### config.mk
export PLATFORM = sky130hd
export DESIGN_NAME = lane_packer
export DESIGN_NICKNAME = d
export VERILOG_FILES = /design/src/rtl/psimd_pkg.sv /design/src/rtl/lane_capture_reg.sv /design/src/rtl/lane_packer.sv
export SDC_FILE = /design/constraint.sdc
export NUM_CORES = 1
export LEC_CHECK = 0
export CAP_MARGIN = 40
export CELL_PAD_IN_SITES_DETAIL_PLACEMENT = 0
export CELL_PAD_IN_SITES_GLOBAL_PLACEMENT = 1
export CORE_MARGIN = 2
export CORE_UTILIZATION = 35
export CTS_CLUSTER_SIZE = 24
export DETAILED_ROUTE_END_ITERATION = 6
export GPL_ROUTABILITY_DRIVEN = 0
export GPL_TIMING_DRIVEN = 0
export HOLD_SLACK_MARGIN = 0.03
export PLACE_DENSITY = 0.8
export SLEW_MARGIN = 0
export SYNTH_ARGS = -nofsm -noshare
export SYNTH_HDL_FRONTEND = slang
export SYNTH_SLANG_ARGS = --single-unit
### constraint.sdc
create_clock -name clk -period 8.7 [get_ports clk]
set_input_delay 1.74 -clock clk [delete_from_list [all_inputs] [get_ports clk]]
set_output_delay 1.74 -clock clk [all_outputs]
set_load 0.03 [all_outputs]
### src/rtl/psimd_pkg.sv
// Shared types and sizes for the PSIMD writeback gather path.
package psimd_pkg;

  localparam int LANES     = 4;
  localparam int FP_W      = 16;
  localparam int INT_W     = 32;
  localparam int REG_WIDTH = 64;

  typedef enum logic [1:0] {
    IDLE    = 2'd0,
    COLLECT = 2'd1,
    EMIT0   = 2'd2,
    EMIT1   = 2'd3
  } pack_state_t;

  typedef enum logic {
    MODE_FP16  = 1'b0,
    MODE_INT32 = 1'b1
  } lane_mode_t;

  function automatic logic is_emit(input pack_state_t s);
    return (s == EMIT0) || (s == EMIT1);
  endfunction

endpackage

### src/rtl/lane_capture_reg.sv
// One lane's result holder: captures the first strobe of an instruction and
// flags any repeat strobe while the got bit is already set.
module lane_capture_reg
  import psimd_pkg::*;
(
  input  logic             clk,
  input  logic             rst,
  input  logic             clr_i,
  input  logic             cap_en_i,
  input  logic             valid_i,
  input  lane_mode_t       mode_i,
  input  logic [FP_W-1:0]  fp_i,
  input  logic [INT_W-1:0] int_i,
  output logic [INT_W-1:0] data_o,
  output logic             got_nxt_o,
  output logic             dup_o
);

  logic [INT_W-1:0] data_q, data_d;
  logic             got_q, got_d;
  logic             got_base;

  // Clear happens in the same cycle as a capture, so capture sees the cleared mask.
  always_comb begin
    got_base = clr_i ? 1'b0 : got_q;
    data_d   = clr_i ? {INT_W{1'b0}} : data_q;
    got_d    = got_base;
    dup_o    = 1'b0;
    if (cap_en_i && valid_i) begin
      if (got_base) begin
        dup_o = 1'b1;
      end else begin
        got_d  = 1'b1;
        data_d = (mode_i == MODE_INT32) ? int_i : {{(INT_W-FP_W){1'b0}}, fp_i};
      end
    end else begin
      dup_o = 1'b0;
    end
  end

  // Lane state registers.
  always_ff @(posedge clk or posedge rst) begin
    if (rst) begin
      data_q <= {INT_W{1'b0}};
      got_q  <= 1'b0;
    end else begin
      data_q <= data_d;
      got_q  <= got_d;
    end
  end

  assign data_o    = data_q;
  assign got_nxt_o = got_d;

endmodule

### src/rtl/lane_packer.sv
// Gathers per-lane results into 64-bit register words and hands them to
// writeback over valid/ready; int32 instructions produce two words.
module lane_packer
  import psimd_pkg::*;
(
  input  logic                   clk,
  input  logic                   rst,
  input  logic                   start_i,
  input  logic                   mode_i,
  input  logic [LANES-1:0]       lane_valid_i,
  input  logic [LANES*FP_W-1:0]  fp_lane_i,
  input  logic [LANES*INT_W-1:0] int_lane_i,
  output logic                   busy_o,
  output logic                   out_valid_o,
  input  logic                   out_ready_i,
  output logic [REG_WIDTH-1:0]   out_data_o,
  output logic                   out_idx_o,
  output logic                   out_last_o,
  output logic                   err_o
);

  pack_state_t          state_q, state_d;
  lane_mode_t           mode_q, mode_d, cap_mode;
  logic [LANES-1:0]     got_nxt, dup;
  logic [INT_W-1:0]     lane_data [LANES];
  logic                 start_take, cap_en, xfer, all_done;
  logic                 busy_q, busy_d, valid_q, valid_d, idx_q, idx_d;
  logic                 last_q, last_d, err_q, err_d;
  logic [REG_WIDTH-1:0] data_q, data_d;

  assign start_take = (state_q == IDLE) && start_i;
  assign cap_en     = start_take || (state_q == COLLECT);
  assign cap_mode   = start_take ? lane_mode_t'(mode_i) : mode_q;
  assign xfer       = valid_q && out_ready_i;
  assign all_done   = &got_nxt;

  for (genvar i = 0; i < LANES; i++) begin : g_lane
    lane_capture_reg u_cap (
      .clk       (clk),
      .rst       (rst),
      .clr_i     (start_take),
      .cap_en_i  (cap_en),
      .valid_i   (lane_valid_i[i]),
      .mode_i    (cap_mode),
      .fp_i      (fp_lane_i[FP_W*i +: FP_W]),
      .int_i     (int_lane_i[INT_W*i +: INT_W]),
      .data_o    (lane_data[i]),
      .got_nxt_o (got_nxt[i]),
      .dup_o     (dup[i])
    );
  end

  // Next state, mode latch and protocol-violation detection.
  always_comb begin
    state_d = state_q;
    mode_d  = mode_q;
    err_d   = 1'b0;
    case (state_q)
      IDLE: begin
        err_d = !start_i && (|lane_valid_i);
        if (start_i) begin
          mode_d  = lane_mode_t'(mode_i);
          state_d = all_done ? EMIT0 : COLLECT;
        end else begin
          state_d = IDLE;
        end
      end
      COLLECT: begin
        err_d   = |dup;
        state_d = all_done ? EMIT0 : COLLECT;
      end
      EMIT0: begin
        err_d = |lane_valid_i;
        if (xfer) begin
          state_d = (mode_q == MODE_INT32) ? EMIT1 : IDLE;
        end else begin
          state_d = EMIT0;
        end
      end
      EMIT1: begin
        err_d   = |lane_valid_i;
        state_d = xfer ? IDLE : EMIT1;
      end
      default: begin
        state_d = IDLE;
      end
    endcase
  end

  // Outputs lag entry into EMIT0 by one cycle and follow the post-handshake state.
  always_comb begin
    busy_d  = (state_d != IDLE);
    valid_d = 1'b0;
    idx_d   = 1'b0;
    last_d  = 1'b0;
    data_d  = {REG_WIDTH{1'b0}};
    if (is_emit(state_q) && is_emit(state_d)) begin
      valid_d = 1'b1;
      if (state_d == EMIT1) begin
        data_d = {lane_data[3], lane_data[2]};
        idx_d  = 1'b1;
        last_d = 1'b1;
      end else if (mode_q == MODE_INT32) begin
        data_d = {lane_data[1], lane_data[0]};
      end else begin
        data_d = {lane_data[3][FP_W-1:0], lane_data[2][FP_W-1:0],
                  lane_data[1][FP_W-1:0], lane_data[0][FP_W-1:0]};
        last_d = 1'b1;
      end
    end else begin
      valid_d = 1'b0;
    end
  end

  // Control and output registers.
  always_ff @(posedge clk or posedge rst) begin
    if (rst) begin
      state_q <= IDLE;
      mode_q  <= MODE_FP16;
      busy_q  <= 1'b0;
      valid_q <= 1'b0;
      idx_q   <= 1'b0;
      last_q  <= 1'b0;
      data_q  <= {REG_WIDTH{1'b0}};
      err_q   <= 1'b0;
    end else begin
      state_q <= state_d;
      mode_q  <= mode_d;
      busy_q  <= busy_d;
      valid_q <= valid_d;
      idx_q   <= idx_d;
      last_q  <= last_d;
      data_q  <= data_d;
      err_q   <= err_d;
    end
  end

  assign busy_o      = busy_q;
  assign out_valid_o = valid_q;
  assign out_idx_o   = idx_q;
  assign out_last_o  = last_q;
  assign out_data_o  = data_q;
  assign err_o       = err_q;

endmodule
* After elaboration in Yosys (flattened, before gate mapping)
Cells that the tools add are included.
Operators by class: eq/ne operators 5, multiplexer cells 49, reduce and logical (&&, ||, !) cells 19
Operators with widths (count):
- $mux 32 | 16
- $mux 64 | 3
- $mux 1 | 23
- $mux 2 | 5
- $eq 2x2->1 const B | 4
- $logic_and 1x1->1 | 8
- $pmux 2 s4 | 1
- $reduce_or 4->1 | 2
- $reduce_and 4->1 | 1
- $logic_or 1x1->1 | 3
- $pmux 1 s3 | 1
- $eq 2x1->1 const B | 1
- $logic_not 2->1 | 1
- $reduce_and 2->1 | 1
- $reduce_bool 2->1 | 1
- $reduce_or 2->1 | 1
- $logic_not 1->1 | 1
Word-level totals: register bits 204, output and inout port bits 69, word-level logic and storage cells 89, bits of input ports 201

* Longest topological paths before layout
depth in word-level cells 13, depth in mapped cells 7, mapped depth without buffers 4

* Modules after synthesis
A second synthesis with hierarchy kept.
Unflattened totals: cell total of the unflattened synthesis 813, area, all modules 10074.7 sq um
By module, submodules not included:
- lane_capture_reg | times used 4, area each 1737.9 sq um, cells each 146, sequential area each 825.8 sq um
- lane_packer | times used 1, area each 3123.0 sq um, cells each 229, sequential area each 1801.7 sq um

* Least setup slack after synthesis
No wires, ideal clock.
path kind input to register, from in start_i, to reg g_lane[1].u_cap.data_q[21], data arrival time 3.089 ns, library setup time 0.068 ns, required time 8.632 ns, path buffers 1, cell stages on the path 5, path slack 5.543 ns, cells stage by stage or3b_4 > mux2i_4 > nor2_1 > clkbuf_1 > a32o_1
Between the ends: longest elaborated chain between the ends 5, elaborated cells on any way between the ends 9, classes of those cells 6 x mux; 3 x reduce/logical
Ends and longest elaborated chain:
- from (decl) | line lane_packer.sv:8 | input logic start_i,
- $logic_and 1x1->1 (*) | line lane_packer.sv:31 | assign start_take = (state_q == IDLE) && start_i;
- $mux 1 | line lane_packer.sv:33 | assign cap_mode = start_take ? lane_mode_t'(mode_i) : mode_q;
- $mux 32 | line lane_capture_reg.sv:34 | data_d = (mode_i == MODE_INT32) ? int_i : {{(INT_W-FP_W){1'b0}}, fp_i};
- $mux 32 | line lane_capture_reg.sv:30 | if (got_base) begin
- $mux 32 (*) | line lane_capture_reg.sv:29 | if (cap_en_i && valid_i) begin
- net g_lane[1].u_cap.data_d[21] | line lane_capture_reg.sv:19 | logic [INT_W-1:0] data_q, data_d;
- to (signal assigned) | line lane_capture_reg.sv:44 | data_q <= {INT_W{1'b0}};
- to (signal assigned) | line lane_capture_reg.sv:47 | data_q <= data_d;
- to (decl) | line lane_capture_reg.sv:19
Mark *: on every way through the listed nets, which the timed path passes. The rest lies on a longest branch. A chain may end at the register's enable or synchronous reset.

* Worst setup path after layout
from in start_i, to reg g_lane[1].u_cap.data_q[25]
Same word-level chain as after synthesis.

==> reports/results.tsv <==
metric	value	unit
clkPwrFrac	0.215	
drv_slew	0	
first_iter_violations	456	
grt_pass1_vias	8019	
layout-drive-gt1-share	0.0553	
leakage	5.87	nW
p_per_area	366	nW/um2
fin_util	0.507	
worst_pin_slew	0.797	ns
grt_use_total	0.224	
start_kind	primary input	
reg2reg_slack	6.17	ns
root_buffer	clkbuf_16	
cp_max_fo	10	
yosys.cell_types.count	32	
ys_seq_elements	204	
cts_tree	yes	
vias_per_cell	5.20	
htree_levels	1	
grt_first_pass_wirelength	47.7	mm
ys_warn_count	0	
finalSetupViolCount	0	
post_cts_buffers	0	
drtAntennaViolNets	0	
switchingPower	1.98	mW
reg2reg_depth	6	
syn_to_final_growth	42.9	%
clk_pin_slew_worst_paths	0.06	ns
timing.rr.start	state_q[0]	
p_int	2.84	mW
layout.nets	1363	
dp_hpwl	24.1	mm
hold_path_depth	2	
drc_errors	0	
reg2reg_to	out_data_o[16]	
endpoint_kind	register	
dp_cells	1473	
drt_pre_antenna_iters	5	
synth_top_family_by_area	multiplexers	
pwr-share-comb	0.451	
fp.dieH	166	um
clock-sinks	204	
grt.overflow.total	0	
finalHoldViolCount	0	
arrival	4.25	ns
fin_crit	3.81	ns
clk_latency	0.52	ns
power	4.82	mW
synthSimpleGateAreaFrac	0.124	
clockBufferDepth	3	
worstSetupStartpoint	start_i	
design.core.area	26000	um2
synthCells	868	
netSwitchingFraction	0.411	
hp-class	register to register	
cts_resized	0	
numPortBuffers	269	
start_util	0.355	
synth.avg_cell_area	10.6	um2
power_frac_seq	0.334	
dieArea	27600	um2
seq_area_frac_synth	0.554	
mostFrequentLayoutCells	clkdlybuf4s50_1, dfrtp_1, mux2i_1	
ctsHoldBuffers	0	
synthAdderAreaFrac	0	
grt_setup_unrepaired	false	
setup_tns	0	ns
final_common_cell	clkdlybuf4s50_1	
wirelength	31.6	mm
fin_cells	1513	
vdd_ir_drop_max	0.199	mV
critPathRequiredTime	9.14	ns
fp-row-count	59	
synth_compound_area_frac	0.134	
endpoint	g_lane[1].u_cap.data_o[25]	
synth.area.mux_share	0.142	
vias	7869	
status	complete, no violations	
fin_skew	0.0163	ns
grt_max_degree	113	
yosys.area_share.xor_xnor	0	
max-cap-violations	0	
period_share	0.438	
die_x	166	um
grt_antenna_before_repair	1	
relSlewSlack	0.469	
fmax	263	MHz
ios	270	
synthesis.area	9210	um2
path_class	primary input to register	
drt-wirelength-per-cell	20.9	um
syn-num-nets	1069	
cts_made_buffers	22	
## cell families (layout without fill, tap and decap cells)
family | Yosys count | in the layout
AO/OA/AOI/OAI | 198 | 198
buffers and inverters | 87 | 395
flip-flops | 204 | 204
AND/OR/NAND/NOR | 250 | 250
other | 0 | 2
multiplexers | 129 | 129
## synth_stat cells
master	count	share of area
nor2b_1	8	0.0054
mux2i_1	128	0.14
nand3_1	112	0.061
dfrtp_1	204	0.55
buf_8	6	0.0098
nor2_1	69	0.028
or3_1	1	0.00068
and4b_1	1	0.0011
o21ai_1	63	0.034
a211o_1	1	0.00095
nand2b_1	2	0.0014
a32o_1	16	0.017
buf_1	4	0.0016
clkbuf_1	47	0.019
or3b_4	1	0.0012
a222oi_1	1	0.0011
a41o_1	1	0.0011
buf_6	1	0.0012
buf_2	17	0.0092
nand4_1	1	0.00068
o21a_1	3	0.0024
mux2i_4	1	0.0024
a211oi_1	52	0.042
o21ai_0	55	0.030
inv_1	10	0.0041
a21boi_0	1	0.00082
nor4b_1	4	0.0038
a21oi_1	3	0.0016
o32ai_1	1	0.00095
o21bai_1	1	0.00082
nand2_1	51	0.021
buf_4	2	0.0016
## worst min-delay path by stage
stage / from / end / slack, ns
after detailed placement: g_lane[0].u_cap.data_o[18] / g_lane[0].u_cap.data_o[18] / 0.49
after floorplan: g_lane[0].u_cap.data_o[0] / g_lane[0].u_cap.data_o[0] / 0.47
after CTS: g_lane[0].u_cap.data_o[0] / g_lane[0].u_cap.data_o[0] / 0.50
after global placement: g_lane[0].u_cap.data_o[18] / g_lane[0].u_cap.data_o[18] / 0.48
final: g_lane[0].u_cap.data_o[0] / g_lane[0].u_cap.data_o[0] / 0.50
after global routing: g_lane[2].u_cap.data_o[17] / g_lane[2].u_cap.data_o[17] / 0.52
## flip-flops by register name (all words and copies together) (netlist names)
signal               flops
out_data_o              64
g_lane.u_cap.got_q       4
out_idx_o                1
state_q                  2
g_lane.u_cap.data_o    128
out_last_o               1
err_o                    1
out_valid_o              1
mode_q                   1
busy_o                   1
## power groups by stage
stage / registers (mW) / logic (mW) / clock network (mW)
6_report: 1.61 / 2.17 / 1.04
5_1_grt: 1.65 / 2.34 / 1.10
4_1_cts: 1.60 / 2.19 / 1.05
3_5_place_dp: 1.62 / 2.18 / 0
3_3_place_gp: 1.62 / 2.15 / 0
2_1_floorplan: 1.76 / 1.15 / 0
## critical path, cell delays in order
cell	delay, ns
clkdlybuf4s50_1	0.60
or3b_4	0.45
mux2i_4	0.26
nor2_1	0.51
clkbuf_1	0.49
a32o_1	0.20
## through the flow
step	worst slack [ns]	hold WS, ns	cell area, um2
CTS	4.89	0.504	13200
global route	4.74	0.524	13200
finish	4.89	0.500	13200
detailed placement	4.36	0.491	12400
global placement	-1.28	0.482	12300
floorplan	1.39	0.469	9210
## routing by layer
| layer | routed length (um) | vias to the layer above | global-route usage |
|---|---|---|---|
| li1 | - | 3694 | - |
| met1 | 13700 | 3835 | 0.299 |
| met2 | 15200 | 303 | 0.377 |
| met3 | 2210 | 37 | 0.0491 |
| met4 | 535 | 0 | 0.0461 |
| met5 | 0 | - | 0 |
## cell type report
type	count	area (um2)
Sequential cell	204	5100
Tap cell	335	419
Timing Repair Buffer	270	2720
Antenna cell	2	5.00
Inverter	10	45.0
Buffer	77	393
Multi-Input combinational cell	577	3680
Clock buffer	29	617
Clock inverter	9	185
Fill cell	2445	12800
Power figures use the tool's default switching activity.
